[config.mk]
export PLATFORM = sky130hd
export DESIGN_NAME = alu_op_responder
export DESIGN_NICKNAME = d
export VERILOG_FILES = /design/src/rtl/alu_pkg.sv /design/src/rtl/alu_result_fifo.sv /design/src/rtl/alu_op_responder.sv
export SDC_FILE = /design/constraint.sdc
export NUM_CORES = 1
export LEC_CHECK = 0
export ABC_AREA = 1
export BUFFER_PORTS_ARGS = -buffer_cell sky130_fd_sc_hd__buf_4
export CAP_MARGIN = 20
export CORE_AREA = 2 2 82 163
export CTS_CLUSTER_SIZE = 30
export DETAILED_ROUTE_END_ITERATION = 16
export DIE_AREA = 0 0 84 165
export PLACE_DENSITY = 0.71
export REMOVE_ABC_BUFFERS = 1
export SLEW_MARGIN = 10
export SYNTH_ARGS = -nofsm -noshare
export SYNTH_HDL_FRONTEND = slang
export SYNTH_HIERARCHICAL = 1
export SYNTH_SLANG_ARGS = --single-unit
[constraint.sdc]
create_clock -name clk -period 4.4 [get_ports clk]
set_input_delay 0.88 -clock clk [delete_from_list [all_inputs] [get_ports clk]]
set_output_delay 0.88 -clock clk [all_outputs]
set_load 0.02 [all_outputs]
[src/rtl/alu_pkg.sv]
// Shared opcode definitions for the ALU operation responder.
package alu_pkg;

   localparam int OPCODE_W = 4;

   typedef enum logic [OPCODE_W-1:0] {
      OP_AND = 4'd0,
      OP_OR  = 4'd1,
      OP_XOR = 4'd2,
      OP_NOT = 4'd3,
      OP_ADD = 4'd4,
      OP_SUB = 4'd5,
      OP_SHL = 4'd6,
      OP_SHR = 4'd7
   } alu_op_e;

endpackage

[src/rtl/alu_result_fifo.sv]
// In-order synchronous FIFO holding computed results; exposes occupancy count.
module alu_result_fifo #(
   parameter  int DEPTH = 4,
   parameter  int DW    = 8,
   localparam int AW    = $clog2(DEPTH),
   localparam int CW    = $clog2(DEPTH + 1)
) (
   input  logic          clk,
   input  logic          rst,
   input  logic          push,
   input  logic [DW-1:0] din,
   input  logic          pop,
   output logic [DW-1:0] dout,
   output logic [CW-1:0] count
);

   logic [DW-1:0] mem [DEPTH];
   logic [AW-1:0] wr_ptr, rd_ptr;

   // Storage carries no reset; validity is tracked by count alone.
   always_ff @(posedge clk) begin
      if (push) mem[wr_ptr] <= din;
   end

   always_ff @(posedge clk or posedge rst) begin
      if (rst) begin
         wr_ptr <= '0;
         rd_ptr <= '0;
         count  <= '0;
      end else begin
         if (push) wr_ptr <= wr_ptr + AW'(1);
         if (pop)  rd_ptr <= rd_ptr + AW'(1);
         case ({push, pop})
            2'b10:   count <= count + CW'(1);
            2'b01:   count <= count - CW'(1);
            default: count <= count;
         endcase
      end
   end

   assign dout = mem[rd_ptr];

endmodule

[src/rtl/alu_op_responder.sv]
// Flow-controlled 8-op ALU: request handshake -> registered compute -> result FIFO.
// Build option ALU_ILLEGAL_OP_EN flags opcodes 8-15 as errors instead of aliasing them.
module alu_op_responder
   import alu_pkg::*;
#(
   parameter int WIDTH = 8,
   parameter int DEPTH = 4,
   parameter int TAG_W = 4
) (
   input  logic                clk,
   input  logic                rst,
   input  logic                in_valid,
   output logic                in_ready,
   input  logic [WIDTH-1:0]    in_a,
   input  logic [WIDTH-1:0]    in_b,
   input  logic [OPCODE_W-1:0] in_op,
   output logic                out_valid,
   input  logic                out_ready,
   output logic [WIDTH-1:0]    out_f,
   output logic                out_carry,
   output logic                out_zero,
   output logic [TAG_W-1:0]    out_tag,
   output logic                out_err,
   output logic [15:0]         done_count
);

   localparam int CW = $clog2(DEPTH + 1);

   typedef struct packed {
      logic [WIDTH-1:0] f;
      logic             carry;
      logic             zero;
      logic [TAG_W-1:0] tag;
      logic             err;
   } alu_res_t;

   localparam int RES_W = $bits(alu_res_t);

`ifdef ALU_ILLEGAL_OP_EN
   localparam bit ILLEGAL_EN = 1'b1;
`else
   localparam bit ILLEGAL_EN = 1'b0;
`endif

   logic                s1_valid;
   logic [WIDTH-1:0]    s1_a, s1_b;
   logic [OPCODE_W-1:0] s1_op;
   logic [TAG_W-1:0]    s1_tag;
   logic [TAG_W-1:0]    tag_cnt;
   logic [OPCODE_W-1:0] op_cap;
   logic                accept, pop;
   logic [CW-1:0]       fifo_count;
   logic [CW:0]         occ;
   logic [RES_W-1:0]    fifo_dout;
   alu_res_t            res, head;

`ifdef ALU_ILLEGAL_OP_EN
   assign op_cap = in_op;
`else
   logic unused_op_msb;
   assign unused_op_msb = in_op[OPCODE_W-1];
   assign op_cap        = {1'b0, in_op[OPCODE_W-2:0]};
`endif

   // Credit counts the result already in flight in S1, so a push can never hit a full FIFO.
   assign occ      = {1'b0, fifo_count} + (CW+1)'(s1_valid);
   assign in_ready = occ < (CW+1)'(DEPTH);
   assign accept   = in_valid & in_ready;

   always_ff @(posedge clk or posedge rst) begin
      if (rst) begin
         s1_valid <= 1'b0;
         s1_a     <= '0;
         s1_b     <= '0;
         s1_op    <= '0;
         s1_tag   <= '0;
         tag_cnt  <= '0;
      end else begin
         s1_valid <= accept;
         if (accept) begin
            s1_a    <= in_a;
            s1_b    <= in_b;
            s1_op   <= op_cap;
            s1_tag  <= tag_cnt;
            tag_cnt <= tag_cnt + TAG_W'(1);
         end
      end
   end

   always_comb begin
      res     = '0;
      res.tag = s1_tag;
      case (alu_op_e'(s1_op))
         OP_AND: res.f = s1_a & s1_b;
         OP_OR:  res.f = s1_a | s1_b;
         OP_XOR: res.f = s1_a ^ s1_b;
         OP_NOT: res.f = ~s1_a;
         OP_ADD: {res.carry, res.f} = {1'b0, s1_a} + {1'b0, s1_b};
         OP_SUB: {res.carry, res.f} = {1'b0, s1_a} - {1'b0, s1_b};
         OP_SHL: begin
            res.f     = {s1_a[WIDTH-2:0], 1'b0};
            res.carry = s1_a[WIDTH-1];
         end
         OP_SHR: begin
            res.f     = {1'b0, s1_a[WIDTH-1:1]};
            res.carry = s1_a[0];
         end
         default: res.err = ILLEGAL_EN;
      endcase
      res.zero = (res.f == '0);
   end

   assign out_valid = (fifo_count != '0);
   assign pop       = out_valid & out_ready;

   alu_result_fifo #(
      .DEPTH (DEPTH),
      .DW    (RES_W)
   ) u_fifo (
      .clk   (clk),
      .rst   (rst),
      .push  (s1_valid),
      .din   (res),
      .pop   (pop),
      .dout  (fifo_dout),
      .count (fifo_count)
   );

   assign head      = alu_res_t'(fifo_dout);
   assign out_f     = out_valid ? head.f     : '0;
   assign out_carry = out_valid ? head.carry : 1'b0;
   assign out_zero  = out_valid ? head.zero  : 1'b0;
   assign out_tag   = out_valid ? head.tag   : '0;
   assign out_err   = out_valid ? head.err   : 1'b0;

   always_ff @(posedge clk or posedge rst) begin
      if (rst)      done_count <= '0;
      else if (pop) done_count <= done_count + 16'd1;
   end

endmodule

Yosys cells after proc, flatten, opt, wreduce, memory -nomap -nowiden
Memories as Yosys holds them, arrays and structs flattened.
Cells that the tools add are included.
Word-level totals
  memory bits (writable): 56
  output and inout port bits: 33
  memories: 1
  register bits: 51
Memories
  u_fifo.mem: depth 4, bits a word 14, rd ports 1, clocked after Yosys merged registers in 0, wr ports 1, line alu_result_fifo.sv:17  | logic [DW-1:0] mem [DEPTH];
Operators by class
  mux-type cells: 10
  bitwise logic cells: 6
  reduce and logical (&&, ||, !) cells: 4
  add/sub/neg operators: 9
  magnitude comparators: 1
  eq/ne operators: 9
Operator list (number)
  $pmux 8 s8: 1
  $add 16x1->16 const B: 1
  $eq 3x3->1 const B: 4
  $add 8x8->9: 1
  $sub 8x8->9: 1
  $and 8x8->8: 1
  $logic_not 8->1: 1
  $mux 8: 1
  $not 8->8: 1
  $or 8x8->8: 1
  $xor 8x8->8: 1
  $eq 3x2->1 const B: 2
  $pmux 3 s2: 1
  $mux 1: 5
  $add 2x1->2 const B: 2
  $add 3x1->4: 1
  $add 4x1->4 const B: 1
  $logic_not 4->1: 1
  $lt 4x3->1 const B: 1
  $mux 4: 1
  $pmux 1 s4: 1
  $add 3x1->3 const B: 1
  $eq 3x1->1 const B: 1
  $reduce_bool 3->1: 1
  other kinds (5): 6

Longest topological paths before layout
  depth in word-level cells: 4
  depth in mapped cells: 15
  depth with buffers taken out: 14

Hierarchy
The synthesis kept the hierarchy.
Modules (own cells, without submodules)
  alu_op_responder: instances 1, cells each 500, area an instance 3372.0 um2
  alu_result_fifo: instances 1, cells each 223, area an instance 2851.5 um2

Worst setup path before layout
OpenSTA, ideal clock, no wires.
  path type: flip-flop to output port
  start point: register u_fifo.count[0]
  end point: output out_f[0]
  path slack: 2.282 ns
  cell stages (with the launch flop): 6
  data arrival time: 1.238 ns
  cells stage by stage: dfrtp_1 nor2_1 nand2_2 inv_1 buf_1 nor2_1
Between the ends
  cells in the longest elaborated chain, start to end: 2
Ends and longest elaborated chain
  start, declared: line alu_result_fifo.sv:14  | output logic [CW-1:0] count
  start signal, assigned: line alu_result_fifo.sv:34  | 2'b10: count <= count + CW'(1);
  start signal, assigned: line alu_result_fifo.sv:35  | 2'b01: count <= count - CW'(1);
  start signal, assigned: line alu_result_fifo.sv:36  | default: count <= count;
  $reduce_bool 3->1: line alu_op_responder.sv:113  | assign out_valid = (fifo_count != '0);
  net out_valid: line alu_op_responder.sv:17  | output logic out_valid,
  $mux 8: line alu_op_responder.sv:130  | assign out_f = out_valid ? head.f : '0;
  end, declared: line alu_op_responder.sv:19  | output logic [WIDTH-1:0] out_f,
The timed path passes the listed nets, and every way through them passes these cells.

Worst setup path in the final report
  start point: register u_fifo.rd_ptr[1]
  end point: output out_f[0]
Between the ends
  cells in the longest elaborated chain, start to end: 2
Ends and longest elaborated chain
  start, declared: line alu_result_fifo.sv:18  | logic [AW-1:0] wr_ptr, rd_ptr;
  start signal, assigned: line alu_result_fifo.sv:32  | if (pop) rd_ptr <= rd_ptr + AW'(1);
  $mem_v2 4x14
  net fifo_dout[7]: line alu_op_responder.sv:54  | logic [RES_W-1:0] fifo_dout;
  $mux 8: line alu_op_responder.sv:130
The timed path passes the listed nets, and every way through them passes these cells.

==> impl_summary.md <==
Global route
Entering global routing, the biggest net connects 63 pins. Summed over all layers, the global routing overflow is 0. The number of global-route vias before repair is 4771. Global routing consumed, over all layers together, 19.9% of the routing resources.

The initial antenna violation count is 0. The wire length of the first global-routing pass is 21.8 mm.

Place
Routability-driven placement finished with a final weighted congestion of 0.902. The placed wire-length estimate after detailed placement is 9.90 mm. The count of input and output buffers is 55.

Yosys
Synthesis instantiated 35 different standard cells from the library. In this run the biggest area consumer among cell types represents 29.0% of the synthesized area. After synthesis, the cell types taking the most area are sky130_fd_sc_hd__edfxtp_1, sky130_fd_sc_hd__dfrtp_1, sky130_fd_sc_hd__nand2_1. The part of the Yosys area used for sequential elements is 49.5%. The most frequent cell after synthesis is sky130_fd_sc_hd__nand2_1. Counting flops and latches in the post-synthesis netlist gives 111. In the synthesized netlist the async set-or-reset flop fraction comes to 45.9%.

The commonest cells after synthesis are sky130_fd_sc_hd__nand2_1, sky130_fd_sc_hd__inv_1, sky130_fd_sc_hd__nor2_1, sky130_fd_sc_hd__edfxtp_1, sky130_fd_sc_hd__dfrtp_1. The flip-flop cell with the highest count after synthesis is sky130_fd_sc_hd__edfxtp_1. The summed instance area of the synthesized netlist is 0.00622 mm^2. Counting flops with a built-in enable in the synthesized netlist gives 60. The number of warnings reported in the yosys synthesis log is 6. The cell type contributing the most total cell area after synthesis is sky130_fd_sc_hd__edfxtp_1. Synthesis produced a netlist whose cell count is 723. The average footprint of a synthesized cell is 8.61 um^2.

Clocking
The number of H-tree branching levels is 3. The number of clock buffers added by TritonCTS is 9. The number of gates given a new drive strength after cts is 0. The clock drives 111 sinks. The clock-pin slew reported for the worst setup and hold paths after clock tree synthesis is 70 ps. The total of hold buffers inserted after clock tree synthesis is 0. The clock latency on the worst-skew pair is 350 ps.

Once the clock tree was built, the setup fixing pass inserted 0 buffers. The clock root buffer is sky130_fd_sc_hd__clkbuf_16. The maximum number of buffers from clock root to sink is 2. TritonCTS built the clock tree.

Timing
The final hold violation count is 0. After layout, the worst path uses 65.2% of the clock period. Setup repair after global routing left no endpoint under its margin.

The max-slew violation total from the final report was 0. Between clock sinks in the finished design, the worst skew comes to 7.42 ps. At the pin with the least slew margin, the transition time is 776 ps.

Summed over all failing endpoints, the final setup total negative slack is 0 ps. The worst pin sits at a relative slew slack of 48.3%. Based on the critical path, the design can be clocked at up to 349 MHz.

The number of endpoints failing setup at the final stage is 0. The minimum clock period after layout is 2870 ps.

Worst setup path
The required time of the critical path is 3520 ps. The worst setup path is launched from a flip-flop. The largest driver fanout on the critical path is 16. The data arrival time at the worst-slack endpoint is 1990 ps. Counting cells, the worst reg-to-reg path comes to 14. The critical path is of the reg -> out type. In this run the critical register-to-register path is captured at u_fifo/mem[1][5]. The worst reg-to-reg setup slack is 1850 ps.

The critical path endpoint category is an output port. The launching point of the worst reg2reg path is s1_a[0].

Layout
The net total in the final layout is 831. Measured on the finished design, the core utilization comes to 55.7%. The filler cells instantiated in the layout total 1117. Compared with the post-synthesis result, the final layout area differs by 12.3%.

Of the cells placed in the final design, the portion with a size suffix greater than 1 is 11.4%. The antenna diode instance count is 0.

Route
Dividing the detail-routed wire length by the instance count gives 14.3 um. The count of unresolved DRC violations after routing is 0. The first detailed-routing pass took 4 iterations. The routed via count is 4698. The number of DRC markers after the initial detailed-route iteration is 252. The total wirelength of the detailed-routed design is 13.3 mm. The detail route stage leaves a number of antenna-violating nets equal to 0. The via-per-instance ratio is 5.06.

Power
The total power density per cell area is 790 mW/mm^2. Summed over all cells, the static leakage comes to 3.51 nW. The maximum resistive drop on vdd is 0.427 mV.

Floorplan
57 I/O pins were placed. The initialized floorplan defines 58 standard-cell rows. The die width is 84 um. The core region is 0.0126 mm^2.

The area of the die is 0.0139 mm^2. The floorplan die height is 165 um. The starting utilization of the core area is 49.6%.

Outcome
The run finished with clean final reports.

Min path
The worst hold-check path type is in -> async.

Job
Max-cap violations in this run came to 0.
worst max-delay path: stages (launching register included):
cell	delay, ps
sky130_fd_sc_hd__dfrtp_1	850
sky130_fd_sc_hd__inv_4	240
sky130_fd_sc_hd__o211ai_1	180
sky130_fd_sc_hd__nand2_1	90
sky130_fd_sc_hd__inv_1	60
sky130_fd_sc_hd__nor2_1	40
sky130_fd_sc_hd__buf_4	180
area by class of cell:
| cell class | count | area, um^2 | area share [%] |
|---|---|---|---|
| inverters | 141 | 532 | 7.61 |
| well taps | 150 | 188 | 2.68 |
| repair buffers | 58 | 455 | 6.51 |
| multi-input cells | 452 | 2430 | 34.7 |
| clock inverters | 7 | 87.6 | 1.25 |
| flip-flops and latches | 111 | 3080 | 44.0 |
| clock buffers | 9 | 225 | 3.22 |
layout by cell type, fill, tap and decap left out, types with 29 or more instances in the layout:
cell type / instances
sky130_fd_sc_hd__nand2_1: 185
sky130_fd_sc_hd__inv_1: 134
sky130_fd_sc_hd__nor2_1: 68
sky130_fd_sc_hd__edfxtp_1: 60
sky130_fd_sc_hd__buf_4: 57
sky130_fd_sc_hd__dfrtp_1: 51
sky130_fd_sc_hd__nand3_1: 40
sky130_fd_sc_hd__ha_1: 31
sky130_fd_sc_hd__o21ai_0: 30
sky130_fd_sc_hd__o211ai_1: 29
state kept, by name, summed over array words and instances (netlist names):
| signal | cells |
|---|---|
| u_fifo/wr_ptr | 2 |
| s1_op | 3 |
| s1_b | 8 |
| s1_a | 8 |
| s1_valid | 1 |
| u_fifo/count | 3 |
| u_fifo/rd_ptr | 2 |
| tag_cnt | 4 |
| done_count | 16 |
| s1_tag | 4 |
| u_fifo/mem | 60 |
logic make-up after synthesis:
logic type                 Yosys count  synth area share (%)
buffers and inverters              163                  11.7
adders and majority gates           34                  7.20
DFF                                111                  49.5
other                                1                0.0603
AOI/OAI and AO/OA                   78                  7.80
xor gates and xnor gates            20                  2.81
and+or+nand+nor                    316                  20.9
stage by stage:
step / instances / cell area (um^2) / worst slack [ps] / hold slack [ps] / total power, W
after floorplan: 704 / 6040 / 1650 / 442 / 0.00377
after global placement: 911 / 6650 / 1800 / 458 / 0.00455
after detailed placement: 911 / 6650 / 1750 / 464 / 0.00468
after CTS: 927 / 6960 / 1530 / 475 / 0.00553
after global routing: 928 / 6990 / 1460 / 493 / 0.00600
final: 928 / 6990 / 1530 / 474 / 0.00552
layer usage:
| layer | vias to the layer above | track usage, % | wire length [um] |
|---|---|---|---|
| li1 | 2374 | - | - |
| met1 | 2195 | 20.1 | 4810 |
| met2 | 89 | 38.4 | 7530 |
| met3 | 40 | 2.15 | 282 |
| met4 | 0 | 12.1 | 645 |
| met5 | - | 0 | 0 |
report_power, final:
group / internal [W] / switching [W]
clock: 0.000454 / 0.000380
sequential: 0.00158 / 0.000288
combinational: 0.000964 / 0.00186
total: 0.00300 / 0.00253
worst max-delay path by stage:
stage,from,end,slack (ps),cells past startpoint
floorplan,u_fifo/rd_ptr[0],out_carry,1650,4
global placement,in_valid,tag_cnt[3],1800,6
detailed placement,in_valid,tag_cnt[3],1750,6
CTS,u_fifo/rd_ptr[1],out_tag[1],1530,6
global route,u_fifo/rd_ptr[1],out_f[6],1460,6
finish,u_fifo/rd_ptr[1],out_f[0],1530,6
Note: power is estimated with default switching activity, not from simulation.
